## config.mk

```make
export PLATFORM = sky130hd
export DESIGN_NAME = xgmac_cfg_seq
export DESIGN_NICKNAME = d
export VERILOG_FILES = /design/src/rtl/xgmac_cfg_pkg.sv /design/src/rtl/xgmac_cfg_tmo.sv /design/src/rtl/xgmac_cfg_seq.sv
export SDC_FILE = /design/constraint.sdc
export NUM_CORES = 1
export LEC_CHECK = 0
export ABC_AREA = 1
export BUFFER_PORTS_ARGS = -buffer_cell sky130_fd_sc_hd__buf_2
export CAP_MARGIN = 15
export CELL_PAD_IN_SITES_DETAIL_PLACEMENT = 0
export CELL_PAD_IN_SITES_GLOBAL_PLACEMENT = 1
export CORE_AREA = 8 8 119 203
export DETAILED_ROUTE_END_ITERATION = 10
export DIE_AREA = 0 0 127 211
export PLACE_DENSITY_LB_ADDON = 0.1
export SLEW_MARGIN = 20
export SYNTH_ARGS = -nofsm -noshare
export SYNTH_HDL_FRONTEND = slang
export SYNTH_SLANG_ARGS = --single-unit
```

## constraint.sdc

```tcl
create_clock -name bus2ip_clk -period 2.63 [get_ports bus2ip_clk]
set_input_delay 0.1315 -clock bus2ip_clk [delete_from_list [all_inputs] [get_ports bus2ip_clk]]
set_output_delay 0.1315 -clock bus2ip_clk [all_outputs]
set_load 0.02 [all_outputs]
```

## src/rtl/xgmac_cfg_pkg.sv

```systemverilog
// xgmac_cfg_pkg: shared definitions for the XGMAC configuration sequencer.
//   - state_e      : sequencer FSM state encodings
//   - ERR_*        : err_code values reported on cfg_err
//   - CNT_W        : width of the shared timeout/poll-gap counter and poll counter
//   - table_addr() : register address of configuration write entry 0..15
//   - table_data() : value written for configuration write entry 0..15
package xgmac_cfg_pkg;

    typedef enum logic [2:0] {
        IDLE  = 3'd0,
        WR    = 3'd1,
        GAP   = 3'd2,
        POLL  = 3'd3,
        PWAIT = 3'd4,
        DONE  = 3'd5,
        ERR   = 3'd6
    } state_e;

    localparam logic [1:0] ERR_NONE = 2'b00;
    localparam logic [1:0] ERR_TMO  = 2'b01;  // no matching ack in time
    localparam logic [1:0] ERR_SLV  = 2'b10;  // slave answered with ip2bus_error
    localparam logic [1:0] ERR_POLL = 2'b11;  // status never became ready

    localparam int         CNT_W    = 16;
    localparam logic [3:0] IDX_POLL = 4'hF;   // err_idx reported for status-poll failures

    // Entries 0..3 bring up MAC TX, MAC RX, flow control and the MDIO master.
    // Spare slots point at a scratch location so a larger C_NUM_WR stays harmless.
    function automatic logic [31:0] table_addr(input logic [3:0] idx);
        case (idx)
            4'd0:    table_addr = 32'h0000_0408;  // transmitter configuration
            4'd1:    table_addr = 32'h0000_0404;  // receiver configuration
            4'd2:    table_addr = 32'h0000_040C;  // flow control configuration
            4'd3:    table_addr = 32'h0000_0500;  // MDIO setup
            default: table_addr = 32'h0000_04FC;  // scratch
        endcase
    endfunction

    function automatic logic [31:0] table_data(input logic [3:0] idx);
        case (idx)
            4'd0:    table_data = 32'h1000_0000;  // TX enable
            4'd1:    table_data = 32'h1000_0000;  // RX enable
            4'd2:    table_data = 32'h6000_0000;  // honour + emit pause frames
            4'd3:    table_data = 32'h0000_0068;  // MDIO enable, clock divide 8
            default: table_data = 32'h0000_0000;
        endcase
    endfunction

endpackage

```

## src/rtl/xgmac_cfg_tmo.sv

```systemverilog
// xgmac_cfg_tmo: loadable down-counter that saturates at zero. The sequencer
// uses it both as the ack timeout and as the idle gap between status polls.
//   clk/rst   : clock, synchronous active-high reset
//   load      : load load_val (wins over dec)
//   dec       : count down by one while non-zero
//   zero      : counter currently at zero
module xgmac_cfg_tmo
    import xgmac_cfg_pkg::*;
#(
    parameter int W = CNT_W
) (
    input  logic         clk,
    input  logic         rst,
    input  logic         load,
    input  logic [W-1:0] load_val,
    input  logic         dec,
    output logic         zero
);

    logic [W-1:0] cnt_q;
    logic [W-1:0] cnt_d;

    // Next count: load, decrement or hold.
    always_comb begin
        cnt_d = cnt_q;
        if (load) begin
            cnt_d = load_val;
        end else if (dec && (cnt_q != {W{1'b0}})) begin
            cnt_d = cnt_q - {{(W-1){1'b0}}, 1'b1};
        end else begin
            cnt_d = cnt_q;
        end
    end

    // Counter register.
    always_ff @(posedge clk) begin
        if (rst) begin
            cnt_q <= {W{1'b0}};
        end else begin
            cnt_q <= cnt_d;
        end
    end

    assign zero = (cnt_q == {W{1'b0}});

endmodule

```

## src/rtl/xgmac_cfg_seq.sv

```systemverilog
// xgmac_cfg_seq: after MAC/PHY reset completes, writes C_NUM_WR configuration
// entries over the IPIF master port, then polls a status register until the
// bits in C_STATUS_MASK are all set.
//   bus2ip_clk/bus2ip_reset : clock, synchronous active-high reset
//   resetdone               : asynchronous ready level from the MAC/PHY
//   restart                 : one-cycle pulse, restarts the whole sequence
//   bus2ip_*                : IPIF master request (all registered)
//   ip2bus_*                : IPIF slave response
//   cfg_done/cfg_err        : sequence finished / failed
//   err_code/err_idx        : failure cause and failing table entry (F = poll)
//   status_q                : last status value read successfully
module xgmac_cfg_seq
    import xgmac_cfg_pkg::*;
#(
    parameter int          C_NUM_WR      = 4,
    parameter int          C_TIMEOUT     = 255,
    parameter int          C_POLL_GAP    = 1023,
    parameter int          C_MAX_POLL    = 64,
    parameter logic [31:0] C_STATUS_ADDR = 32'h0000_0600,
    parameter logic [31:0] C_STATUS_MASK = 32'h0000_0001
) (
    input  logic        bus2ip_clk,
    input  logic        bus2ip_reset,
    input  logic        resetdone,
    input  logic        restart,
    output logic        bus2ip_cs,
    output logic        bus2ip_rnw,
    output logic [31:0] bus2ip_addr,
    output logic [31:0] bus2ip_data,
    input  logic [31:0] ip2bus_data,
    input  logic        ip2bus_wrack,
    input  logic        ip2bus_rdack,
    input  logic        ip2bus_error,
    output logic        cfg_done,
    output logic        cfg_err,
    output logic [1:0]  err_code,
    output logic [3:0]  err_idx,
    output logic [31:0] status_q
);

    // Counter reload values: a count of N cycles loads N-1 and expires at zero.
    localparam logic [CNT_W-1:0] TMO_LOAD = CNT_W'(C_TIMEOUT - 1);
    localparam logic [CNT_W-1:0] GAP_LOAD = CNT_W'(C_POLL_GAP - 1);
    localparam logic [CNT_W-1:0] MAX_POLL = CNT_W'(C_MAX_POLL);
    localparam logic [3:0]       LAST_IDX = 4'(C_NUM_WR - 1);

    state_e             state_q, state_d;
    logic [1:0]         sync_q, sync_d;
    logic [3:0]         idx_q, idx_d;
    logic [CNT_W-1:0]   poll_cnt_q, poll_cnt_d;
    logic               cs_q, cs_d;
    logic               rnw_q, rnw_d;
    logic [31:0]        addr_q, addr_d;
    logic [31:0]        data_q, data_d;
    logic               cfg_done_q, cfg_done_d;
    logic               cfg_err_q, cfg_err_d;
    logic [1:0]         err_code_q, err_code_d;
    logic [3:0]         err_idx_q, err_idx_d;
    logic [31:0]        status_d;

    logic               rdy_s;
    logic               wr_ack_s;
    logic               rd_ack_s;
    logic [CNT_W-1:0]   poll_next_s;
    logic               tmo_load_s;
    logic [CNT_W-1:0]   tmo_val_s;
    logic               tmo_dec_s;
    logic               tmo_zero_s;

    assign rdy_s       = sync_q[1];
    // Only the ack that matches the current transfer direction is honoured.
    assign wr_ack_s    = cs_q & ~rnw_q & ip2bus_wrack;
    assign rd_ack_s    = cs_q &  rnw_q & ip2bus_rdack;
    assign poll_next_s = poll_cnt_q + {{(CNT_W-1){1'b0}}, 1'b1};

    xgmac_cfg_tmo #(.W(CNT_W)) u_tmo (
        .clk      (bus2ip_clk),
        .rst      (bus2ip_reset),
        .load     (tmo_load_s),
        .load_val (tmo_val_s),
        .dec      (tmo_dec_s),
        .zero     (tmo_zero_s)
    );

    // Sequencer next-state and next-output logic.
    always_comb begin
        sync_d     = {sync_q[0], resetdone};
        state_d    = state_q;
        idx_d      = idx_q;
        poll_cnt_d = poll_cnt_q;
        cs_d       = cs_q;
        rnw_d      = rnw_q;
        addr_d     = addr_q;
        data_d     = data_q;
        cfg_done_d = cfg_done_q;
        cfg_err_d  = cfg_err_q;
        err_code_d = err_code_q;
        err_idx_d  = err_idx_q;
        status_d   = status_q;
        tmo_load_s = 1'b0;
        tmo_val_s  = TMO_LOAD;
        tmo_dec_s  = 1'b0;

        case (state_q)
            IDLE: begin
                if (rdy_s) begin
                    state_d    = WR;
                    idx_d      = 4'd0;
                    poll_cnt_d = {CNT_W{1'b0}};
                    cs_d       = 1'b1;
                    rnw_d      = 1'b0;
                    addr_d     = table_addr(4'd0);
                    data_d     = table_data(4'd0);
                    tmo_load_s = 1'b1;
                end else begin
                    cs_d = 1'b0;
                end
            end
            WR: begin
                tmo_dec_s = 1'b1;
                if (wr_ack_s) begin
                    cs_d = 1'b0;
                    if (ip2bus_error) begin
                        state_d    = ERR;
                        cfg_err_d  = 1'b1;
                        err_code_d = ERR_SLV;
                        err_idx_d  = idx_q;
                    end else if (idx_q == LAST_IDX) begin
                        state_d = POLL;   // first POLL cycle keeps cs low
                    end else begin
                        state_d = GAP;
                    end
                end else if (tmo_zero_s) begin
                    cs_d       = 1'b0;
                    state_d    = ERR;
                    cfg_err_d  = 1'b1;
                    err_code_d = ERR_TMO;
                    err_idx_d  = idx_q;
                end else begin
                    cs_d = 1'b1;
                end
            end
            GAP: begin
                // Address/data are precomputed from idx+1 so they are valid with cs.
                state_d    = WR;
                idx_d      = idx_q + 4'd1;
                cs_d       = 1'b1;
                rnw_d      = 1'b0;
                addr_d     = table_addr(idx_q + 4'd1);
                data_d     = table_data(idx_q + 4'd1);
                tmo_load_s = 1'b1;
            end
            POLL: begin
                if (!cs_q) begin
                    // Arriving straight from the last write: issue the read now.
                    cs_d       = 1'b1;
                    rnw_d      = 1'b1;
                    addr_d     = C_STATUS_ADDR;
                    data_d     = 32'h0000_0000;
                    tmo_load_s = 1'b1;
                end else begin
                    tmo_dec_s = 1'b1;
                    if (rd_ack_s) begin
                        cs_d = 1'b0;
                        if (ip2bus_error) begin
                            state_d    = ERR;
                            cfg_err_d  = 1'b1;
                            err_code_d = ERR_SLV;
                            err_idx_d  = IDX_POLL;
                        end else begin
                            status_d   = ip2bus_data;
                            poll_cnt_d = poll_next_s;
                            if ((ip2bus_data & C_STATUS_MASK) == C_STATUS_MASK) begin
                                state_d    = DONE;
                                cfg_done_d = 1'b1;
                            end else if (poll_next_s >= MAX_POLL) begin
                                state_d    = ERR;
                                cfg_err_d  = 1'b1;
                                err_code_d = ERR_POLL;
                                err_idx_d  = IDX_POLL;
                            end else begin
                                state_d    = PWAIT;
                                tmo_load_s = 1'b1;
                                tmo_val_s  = GAP_LOAD;
                            end
                        end
                    end else if (tmo_zero_s) begin
                        cs_d       = 1'b0;
                        state_d    = ERR;
                        cfg_err_d  = 1'b1;
                        err_code_d = ERR_TMO;
                        err_idx_d  = IDX_POLL;
                    end else begin
                        cs_d = 1'b1;
                    end
                end
            end
            PWAIT: begin
                tmo_dec_s = 1'b1;
                if (tmo_zero_s) begin
                    state_d    = POLL;
                    cs_d       = 1'b1;
                    rnw_d      = 1'b1;
                    addr_d     = C_STATUS_ADDR;
                    data_d     = 32'h0000_0000;
                    tmo_load_s = 1'b1;
                    tmo_val_s  = TMO_LOAD;
                end else begin
                    cs_d = 1'b0;
                end
            end
            DONE: begin
                if (!rdy_s) begin
                    state_d    = IDLE;
                    cfg_done_d = 1'b0;
                end else begin
                    cfg_done_d = 1'b1;
                end
            end
            ERR: begin
                cs_d = 1'b0;
            end
            default: begin
                state_d = IDLE;
                cs_d    = 1'b0;
            end
        endcase

        // restart overrides everything above, including a same-cycle ack.
        if (restart) begin
            state_d    = IDLE;
            idx_d      = idx_q;
            cs_d       = 1'b0;
            cfg_done_d = 1'b0;
            cfg_err_d  = 1'b0;
            err_code_d = err_code_q;
            err_idx_d  = err_idx_q;
            status_d   = status_q;
            poll_cnt_d = {CNT_W{1'b0}};
            tmo_load_s = 1'b1;
            tmo_val_s  = {CNT_W{1'b0}};
            tmo_dec_s  = 1'b0;
        end else begin
            tmo_dec_s = tmo_dec_s & ~tmo_load_s;
        end
    end

    // Sequencer state, synchronizer and registered outputs.
    always_ff @(posedge bus2ip_clk) begin
        if (bus2ip_reset) begin
            state_q    <= IDLE;
            sync_q     <= 2'b00;
            idx_q      <= 4'd0;
            poll_cnt_q <= {CNT_W{1'b0}};
            cs_q       <= 1'b0;
            rnw_q      <= 1'b1;
            addr_q     <= 32'h0000_0000;
            data_q     <= 32'h0000_0000;
            cfg_done_q <= 1'b0;
            cfg_err_q  <= 1'b0;
            err_code_q <= ERR_NONE;
            err_idx_q  <= 4'd0;
            status_q   <= 32'h0000_0000;
        end else begin
            state_q    <= state_d;
            sync_q     <= sync_d;
            idx_q      <= idx_d;
            poll_cnt_q <= poll_cnt_d;
            cs_q       <= cs_d;
            rnw_q      <= rnw_d;
            addr_q     <= addr_d;
            data_q     <= data_d;
            cfg_done_q <= cfg_done_d;
            cfg_err_q  <= cfg_err_d;
            err_code_q <= err_code_d;
            err_idx_q  <= err_idx_d;
            status_q   <= status_d;
        end
    end

    assign bus2ip_cs   = cs_q;
    assign bus2ip_rnw  = rnw_q;
    assign bus2ip_addr = addr_q;
    assign bus2ip_data = data_q;
    assign cfg_done    = cfg_done_q;
    assign cfg_err     = cfg_err_q;
    assign err_code    = err_code_q;
    assign err_idx     = err_idx_q;

endmodule

```

* After elaboration in Yosys (flattened, before gate mapping)
Index checks and enable logic that the tools add are counted.
Word-level totals: flip-flop bits (word level) 147, input bits 39, output and inout bits 106, logic and storage cells 167
Cells by class: $add $sub $neg 3, magnitude comparators 1, equality and inequality tests 23, multiplexer cells 93, bitwise gates (word level) 10, reduce and logical (&&, ||, !) cells 23
Operator list (count):
- case mux 32 bit (4 select lines) | 2
- two-way mux 32 bit | 6
- two-way mux 16 bit | 7
- case mux 31 bit (3 select lines) | 1
- two-way mux 10 bit | 6
- two-way mux 4 bit | 10
- case mux 9 bit (4 select lines) | 1
- case mux 16 bit (2 select lines) | 1
- two-way mux 1 bit | 30
- AND reduction 5 bit | 5
- two-way mux 3 bit | 8
- two-way mux 2 bit | 11
- case mux 3 bit (7 select lines) | 1
- adder 16 x 1 -> 16 bit (second input constant) | 1
- >= comparator 16 x 7 -> 1 bit (second input constant) | 1
- zero test 16 bit | 1
- inequality test 2 bit (second input constant) | 8
- case mux 4 bit (2 select lines) | 2
- nonzero test 16 bit | 1
- subtractor 16 x 1 -> 16 bit (second input constant) | 1
- equality test 4 x 2 -> 1 bit (second input constant) | 3
- nonzero test 2 bit | 5
- equality test 3 bit (second input constant) | 3
- inequality test 3 bit (second input constant) | 3
- 20 further kinds | 35

* Depth between registers and ports, before layout
depth in word-level cells 14, mapped depth 16, mapped depth without buffers 16

* Modules after synthesis
Synthesis repeated with hierarchy kept, for this count alone.
Second synthesis, totals: cells, all modules 766, area total of the unflattened synthesis 5293.8 µm²
By module, submodules not included:
- xgmac_cfg_seq | instances 1, cells each 554, area each 4098.9 µm², seq. area each 1501.4 µm²
- xgmac_cfg_tmo | instances 1, cells each 212, area each 1194.9 µm², seq. area each 320.3 µm²

* Least setup slack after synthesis
No wires, ideal clock.
path kind register to register, start point register poll_cnt_q[1], end point register u_tmo.cnt_q[4], setup time 0.128 ns, arrival time 1.788 ns, data required time 2.502 ns, slack 0.714 ns, cell stages (with the launch flop) 16, buffers on the path 1, period minus slack after synthesis 1.916 ns, path through dfxtp_1 -> ha_1 -> nand3_2 -> nor2_4 -> nand2_1 -> nand2_1 -> nand2_1 -> nor2_2 -> nand2_2 -> nor2_4 -> nand4_4 -> nand4_4 -> buf_12 -> nor2_2 -> nor2_1 -> nor2_1
Between the ends: word-level cells in the longest chain between the ends 13, elaborated cells between the ends (all ways) 15, classes of those cells add/sub: 1; order compare: 1; mux: 9; bitwise: 2; reduce/logical: 2
RTL lines:
- from (decl) | line xgmac_cfg_seq.sv:50 | logic [CNT_W-1:0] poll_cnt_q, poll_cnt_d;
- from (signal assigned) | line xgmac_cfg_seq.sv:254 | poll_cnt_q <= {CNT_W{1'b0}};
- from (signal assigned) | line xgmac_cfg_seq.sv:268 | poll_cnt_q <= poll_cnt_d;
- adder 16 x 1 -> 16 bit * | line xgmac_cfg_seq.sv:74 | assign poll_next_s = poll_cnt_q + {{(CNT_W-1){1'b0}}, 1'b1};
- >= comparator 16 x 7 -> 1 bit * | line xgmac_cfg_seq.sv:176 | end else if (poll_next_s >= MAX_POLL) begin
- two-way mux 1 bit * | line xgmac_cfg_seq.sv:176
- two-way mux 1 bit * | line xgmac_cfg_seq.sv:173 | if ((ip2bus_data & C_STATUS_MASK) == C_STATUS_MASK) begin
- two-way mux 1 bit * | line xgmac_cfg_seq.sv:165 | if (ip2bus_error) begin
- two-way mux 1 bit * | line xgmac_cfg_seq.sv:163 | if (rd_ack_s) begin
- two-way mux 1 bit * | line xgmac_cfg_seq.sv:154 | if (!cs_q) begin
- case mux 1 bit (4 select lines) * | line xgmac_cfg_seq.sv:104 | case (state_q)
- NOT 1 bit | line xgmac_cfg_seq.sv:244 | tmo_dec_s = tmo_dec_s & ~tmo_load_s;
- bitwise AND 1 bit | line xgmac_cfg_seq.sv:244
- two-way mux 1 bit | line xgmac_cfg_seq.sv:230 | if (restart) begin
- logical AND 1 bit | line xgmac_cfg_tmo.sv:28 | end else if (dec && (cnt_q != {W{1'b0}})) begin
- nonzero test 2 bit (no source line)
- to (signal assigned) | line xgmac_cfg_tmo.sv:38 | cnt_q <= {W{1'b0}};
- to (signal assigned) | line xgmac_cfg_tmo.sv:40 | cnt_q <= cnt_d;
- to (decl) | line xgmac_cfg_tmo.sv:20 | logic [W-1:0] cnt_q;
Mark *: on every way between the ends. The rest lies on a longest branch, timed or not. A chain may end at the register's enable or synchronous reset.

* Final worst setup path
start point register u_tmo.cnt_q[0], end point register u_tmo.cnt_q[9]
Between the ends: word-level cells in the longest chain between the ends 8, elaborated cells between the ends (all ways) 13, classes of those cells add/sub: 1; mux: 6; bitwise: 2; reduce/logical: 4
RTL lines:
- zero test 16 bit | line xgmac_cfg_tmo.sv:44 | assign zero = (cnt_q == {W{1'b0}});
- two-way mux 1 bit | line xgmac_cfg_seq.sv:200 | if (tmo_zero_s) begin
- case mux 1 bit (4 select lines) | line xgmac_cfg_seq.sv:104
- NOT 1 bit | line xgmac_cfg_seq.sv:244
- bitwise AND 1 bit | line xgmac_cfg_seq.sv:244
- two-way mux 1 bit | line xgmac_cfg_seq.sv:230
- logical AND 1 bit | line xgmac_cfg_tmo.sv:28
- nonzero test 2 bit (no source line)
Parallel ways exist; a longest one is shown, timed or not. The select of a mux whose other input is x is not followed.

==> impl_metrics.sql <==
INSERT INTO impl_metrics (metric_group, metric, value, unit) VALUES
('setup_path', 'regToRegEndpoint', 'u_tmo.cnt_q[9]', ''),
('detailed_routing', 'final_antenna_net_count', '0', ''),
('global_route', 'grt.total_usage', '12.65', '%'),
('setup_path', 'end_kind', 'register', ''),
('setup_path', 'worst-endpoint-arrival', '2.66', 'ns'),
('floorplanning', 'die-height', '211', 'µm'),
('setup_path', 'worst_setup_path_start_kind', 'register', ''),
('status', 'run_status', 'finished, final reports clean', ''),
('hold_path', 'hold_path_end', 'status_q[10]', ''),
('floorplanning', 'rows', '71', ''),
('cts', 'clk_pin_slew', '0.07', 'ns'),
('detailed_routing', 'route.met2.wl', '8.983', 'mm'),
('cts', 'cts-htree-levels', '3', ''),
('logic_synthesis', 'synthesis.area_per_instance', '6.978', 'µm²'),
('cts', 'tritoncts', 'built', ''),
('sta', 'min_period_over_period', '91.95', '%'),
('setup_path', 'critical_path_class', 'reg2reg', ''),
('hold_path', 'worstHoldPathType', 'in2reg', ''),
('setup_path', 'worst-r2r-cell-count', '11', ''),
('detailed_routing', 'avgViaCountPerCell', '4.345', ''),
('global_route', 'grt_remaining_overflow', '0', ''),
('detailed_routing', 'finalWirelength', '16.41', 'mm'),
('power_and_ir_drop', 'vdd_drop_max', '0.2924', 'mV'),
('floorplanning', 'initial_core_utilization', '24.45', '%'),
('setup_path', 'worst-path-max-fanout', '13', ''),
('detailed_routing', 'route.met3.wl', '966', 'µm'),
('detailed_routing', 'routedLengthMet1', '6.106', 'mm'),
('placement', 'post_dp_hpwl', '13.01', 'mm'),
('logic_synthesis', 'synthArstFlopShare', '0', '%'),
('run', 'cap_viol_max_count', '0', ''),
('logic_synthesis', 'synth-main-ff-cell', 'sky130_fd_sc_hd__dfxtp_1', ''),
('hold_path', 'min_from', 'ip2bus_data[10]', ''),
('detailed_routing', 'first_pass_iteration_count_of_the_detailed_router', '5', ''),
('cts', 'clockRootBuffer', 'sky130_fd_sc_hd__clkbuf_16', ''),
('setup_path', 'crit-reg2reg-launch', 'u_tmo.cnt_q[0]', ''),
('sta', 'fin_worst_skew', '0.01370', 'ns'),
('setup_path', 'reg2reg_slack', '0.21', 'ns'),
('setup_path', 'worstPathRequired', '2.88', 'ns'),
('floorplanning', 'ios', '145', ''),
('detailed_routing', 'drc', '0', ''),
('global_route', 'grt_pass1_wl', '26.72', 'mm'),
('finish', 'layout_commonest_cell', 'sky130_fd_sc_hd__nor2_1', ''),
('power_and_ir_drop', 'power.leakage', '2.918', 'nW'),
('detailed_routing', 'topRoutingLayerUsed', 'met4', ''),
('sta', 'hold_viol_final', '0', ''),
('finish', 'final_layout_size_suffix_gt1_share', '21.31', '%'),
('sta', 'setup_viol_count_final', '0', ''),
('cts', 'clock_insertion_delay_worst_skew', '0.36', 'ns'),
('finish', 'layout-area-overhead-vs-synth', '22.32', '%'),
('sta', 'drv_slew', '0', ''),
('logic_synthesis', 'post_synth_edffs', '0', ''),
('sta', 'clock.fmax', '413.5', 'MHz'),
('logic_synthesis', 'synth.yosys.warnings', '0', ''),
('global_route', 'grt_max_degree', '40', ''),
('hold_path', 'hold_depth', '3', ''),
('logic_synthesis', 'synth-seq-cells', '91', ''),
('logic_synthesis', 'synth.lib_cells_used.distinct', '43', ''),
('logic_synthesis', 'synth_seq_area_share', '34.95', '%'),
('placement', 'final_gp_congestion', '0.8110', ''),
('floorplanning', 'die_area', '26800', 'µm²'),
('global_route', 'grt_pass1_vias', '5216', ''),
('global_route', 'initial_antenna_violation_count', '1', ''),
('logic_synthesis', 'synth.cell_area', '5212', 'µm²'),
('finish', 'final.fill_count', '2361', ''),
('placement', 'port_buffers', '95', ''),
('sta', 'rsz0062_at_grt', 'no', ''),
('power_and_ir_drop', 'power_per_cell_area', '512.9', 'nW/µm²'),
('cts', 'numCtsBuffers', '9', ''),
('sta', 'min_period', '2.418', 'ns'),
('detailed_routing', 'avgRoutedWirePerCell', '14.54', 'µm'),
('detailed_routing', 'initialDrtViolationCount', '198', ''),
('cts', 'cts-root-to-sink-buffers', '2', ''),
('sta', 'finalSetupTns', '0', 'ns'),
('logic_synthesis', 'netlist_instances', '747', ''),
('cts', 'clock_sink_count', '91', ''),
('detailed_routing', 'route.vias.total', '4905', ''),
('finish', 'nets', '914', ''),
('power_and_ir_drop', 'fin_total_pwr', '3.270', 'mW'),
('floorplanning', 'die_width', '127', 'µm'),
('finish', 'most-common-layout-cells', 'sky130_fd_sc_hd__nor2_1 (140), sky130_fd_sc_hd__nand2_1 (131), sky130_fd_sc_hd__buf_2 (95)', ''),
('floorplanning', 'core', '21320', 'µm²'),
('cts', 'postCtsSetupRepairBufs', '0', '');
[stage by stage]
step                hold slack (ns)  std cells  utilization (%)  cell area [µm²]  setup WS (ns)
floorplan                    0.2385        795                -             5393         0.7141
global placement             0.3547       1081            26.95             5747         0.2095
detailed placement           0.3494       1081            26.95             5747         0.1867
CTS                        0.002401       1128            29.85             6365         0.1583
global route                0.02331       1128            29.89             6374        0.02730
finish                      0.01426       1129            29.91             6376         0.2117
[cells in the mapped netlist, types with 2 or more instances]
library cell | n | share of area (%)
sky130_fd_sc_hd__inv_1 | 64 | 4.6
sky130_fd_sc_hd__a21oi_1 | 39 | 3.7
sky130_fd_sc_hd__o21ai_1 | 2 | 0.19
sky130_fd_sc_hd__nor3_2 | 2 | 0.38
sky130_fd_sc_hd__a21boi_0 | 2 | 0.29
sky130_fd_sc_hd__nand3_2 | 5 | 0.96
sky130_fd_sc_hd__nand3b_1 | 2 | 0.29
sky130_fd_sc_hd__nor2_4 | 9 | 1.9
sky130_fd_sc_hd__nand4_4 | 3 | 1.2
sky130_fd_sc_hd__o21ai_2 | 2 | 0.34
sky130_fd_sc_hd__or2_2 | 2 | 0.24
sky130_fd_sc_hd__xor2_1 | 11 | 1.8
sky130_fd_sc_hd__nand2_1 | 131 | 9.4
sky130_fd_sc_hd__xnor2_1 | 4 | 0.67
sky130_fd_sc_hd__nand2_2 | 15 | 1.8
sky130_fd_sc_hd__nor4_1 | 2 | 0.24
sky130_fd_sc_hd__o2111ai_1 | 2 | 0.34
sky130_fd_sc_hd__nor3_4 | 2 | 0.62
sky130_fd_sc_hd__nand4_1 | 8 | 0.96
sky130_fd_sc_hd__nand3_1 | 33 | 3.2
sky130_fd_sc_hd__nor2_1 | 140 | 10
sky130_fd_sc_hd__o21ai_0 | 49 | 4.7
sky130_fd_sc_hd__dfxtp_1 | 91 | 35
sky130_fd_sc_hd__o211ai_1 | 2 | 0.29
sky130_fd_sc_hd__inv_2 | 8 | 0.58
sky130_fd_sc_hd__nor3_1 | 8 | 0.77
sky130_fd_sc_hd__a21oi_2 | 5 | 0.84
sky130_fd_sc_hd__buf_2 | 8 | 0.77
sky130_fd_sc_hd__o21a_1 | 3 | 0.43
sky130_fd_sc_hd__nor2_2 | 9 | 1.1
sky130_fd_sc_hd__clkbuf_1 | 9 | 0.65
sky130_fd_sc_hd__buf_4 | 56 | 8.1
sky130_fd_sc_hd__clkinv_1 | 3 | 0.22
sky130_fd_sc_hd__ha_1 | 7 | 1.7
[what timing repair did]
item                                   in CTS  in global routing
endpoints found under the hold margin      31                  0
hold buffers                               31                  0
resized for setup                           0                  2
setup endpoints to repair                   0                  9
[flip-flops by register name (all words and copies together), names as in the netlist]
register     cells
sync_q           2
bus2ip_data      2
err_code         2
idx_q            4
poll_cnt_q      16
bus2ip_rnw       1
cfg_done         1
err_idx          4
cfg_err          1
state_q          3
bus2ip_addr      6
bus2ip_cs        1
u_tmo.cnt_q     16
status_q        32
[cells by family after synthesis]
group | share of synthesized area [%]
compound gates | 11.76
xor+xnor | 2.520
fa+ha+maj | 1.680
buf+inv | 15.58
flops | 34.95
other cells | 0.07194
simple gates | 33.44
[critical path, cell delays in order, from the launching register on]
cell	delay (ns)
sky130_fd_sc_hd__dfxtp_1	0.34
sky130_fd_sc_hd__inv_1	0.11
sky130_fd_sc_hd__ha_1	0.22
sky130_fd_sc_hd__nand2_2	0.12
sky130_fd_sc_hd__nor2_1	0.20
sky130_fd_sc_hd__nand2_1	0.17
sky130_fd_sc_hd__a21oi_1	0.30
sky130_fd_sc_hd__nand3_2	0.22
sky130_fd_sc_hd__nand4_4	0.31
sky130_fd_sc_hd__nand2_1	0.11
sky130_fd_sc_hd__nor2_1	0.14
sky130_fd_sc_hd__nor2_2	0.04
[power breakdown]
group	switching, mW	internal, mW	leakage, nW
registers	0.0267	1.40	0.736
logic	0.308	0.162	2.04
clock network	0.620	0.753	0.145
[routing by layer]
metal	up-vias	track usage [%]
li1	2512	-
met1	2246	12.25
met2	127	24.21
met3	20	3.665
met4	0	5.278
met5	-	0
[worst max path at each step]
stage	from	to	slack (ns)	cells after the start
floorplan	poll_cnt_q[1]	u_tmo.cnt_q[4]	0.71	15
global placement	u_tmo.cnt_q[0]	bus2ip_addr[3]	0.21	12
detailed placement	u_tmo.cnt_q[0]	u_tmo.cnt_q[13]	0.19	11
CTS	u_tmo.cnt_q[0]	u_tmo.cnt_q[13]	0.16	12
global route	u_tmo.cnt_q[0]	u_tmo.cnt_q[9]	0.03	11
finish	u_tmo.cnt_q[0]	u_tmo.cnt_q[9]	0.21	11
[cell type report]
class                      instances  area (µm²)  share of cell area [%]
clock inverter                     7       82.58                   1.295
sequential                        91        1822                   28.57
multi-input combinational        553        2765                   43.37
clock buffer                       9       225.2                   3.532
antenna                            1       2.502                 0.03925
timing repair buffer             138       875.8                   13.74
tap                              255       319.1                   5.004
inverter                          75       284.0                   4.454
No activity file was read; power rests on OpenSTA's default activity.
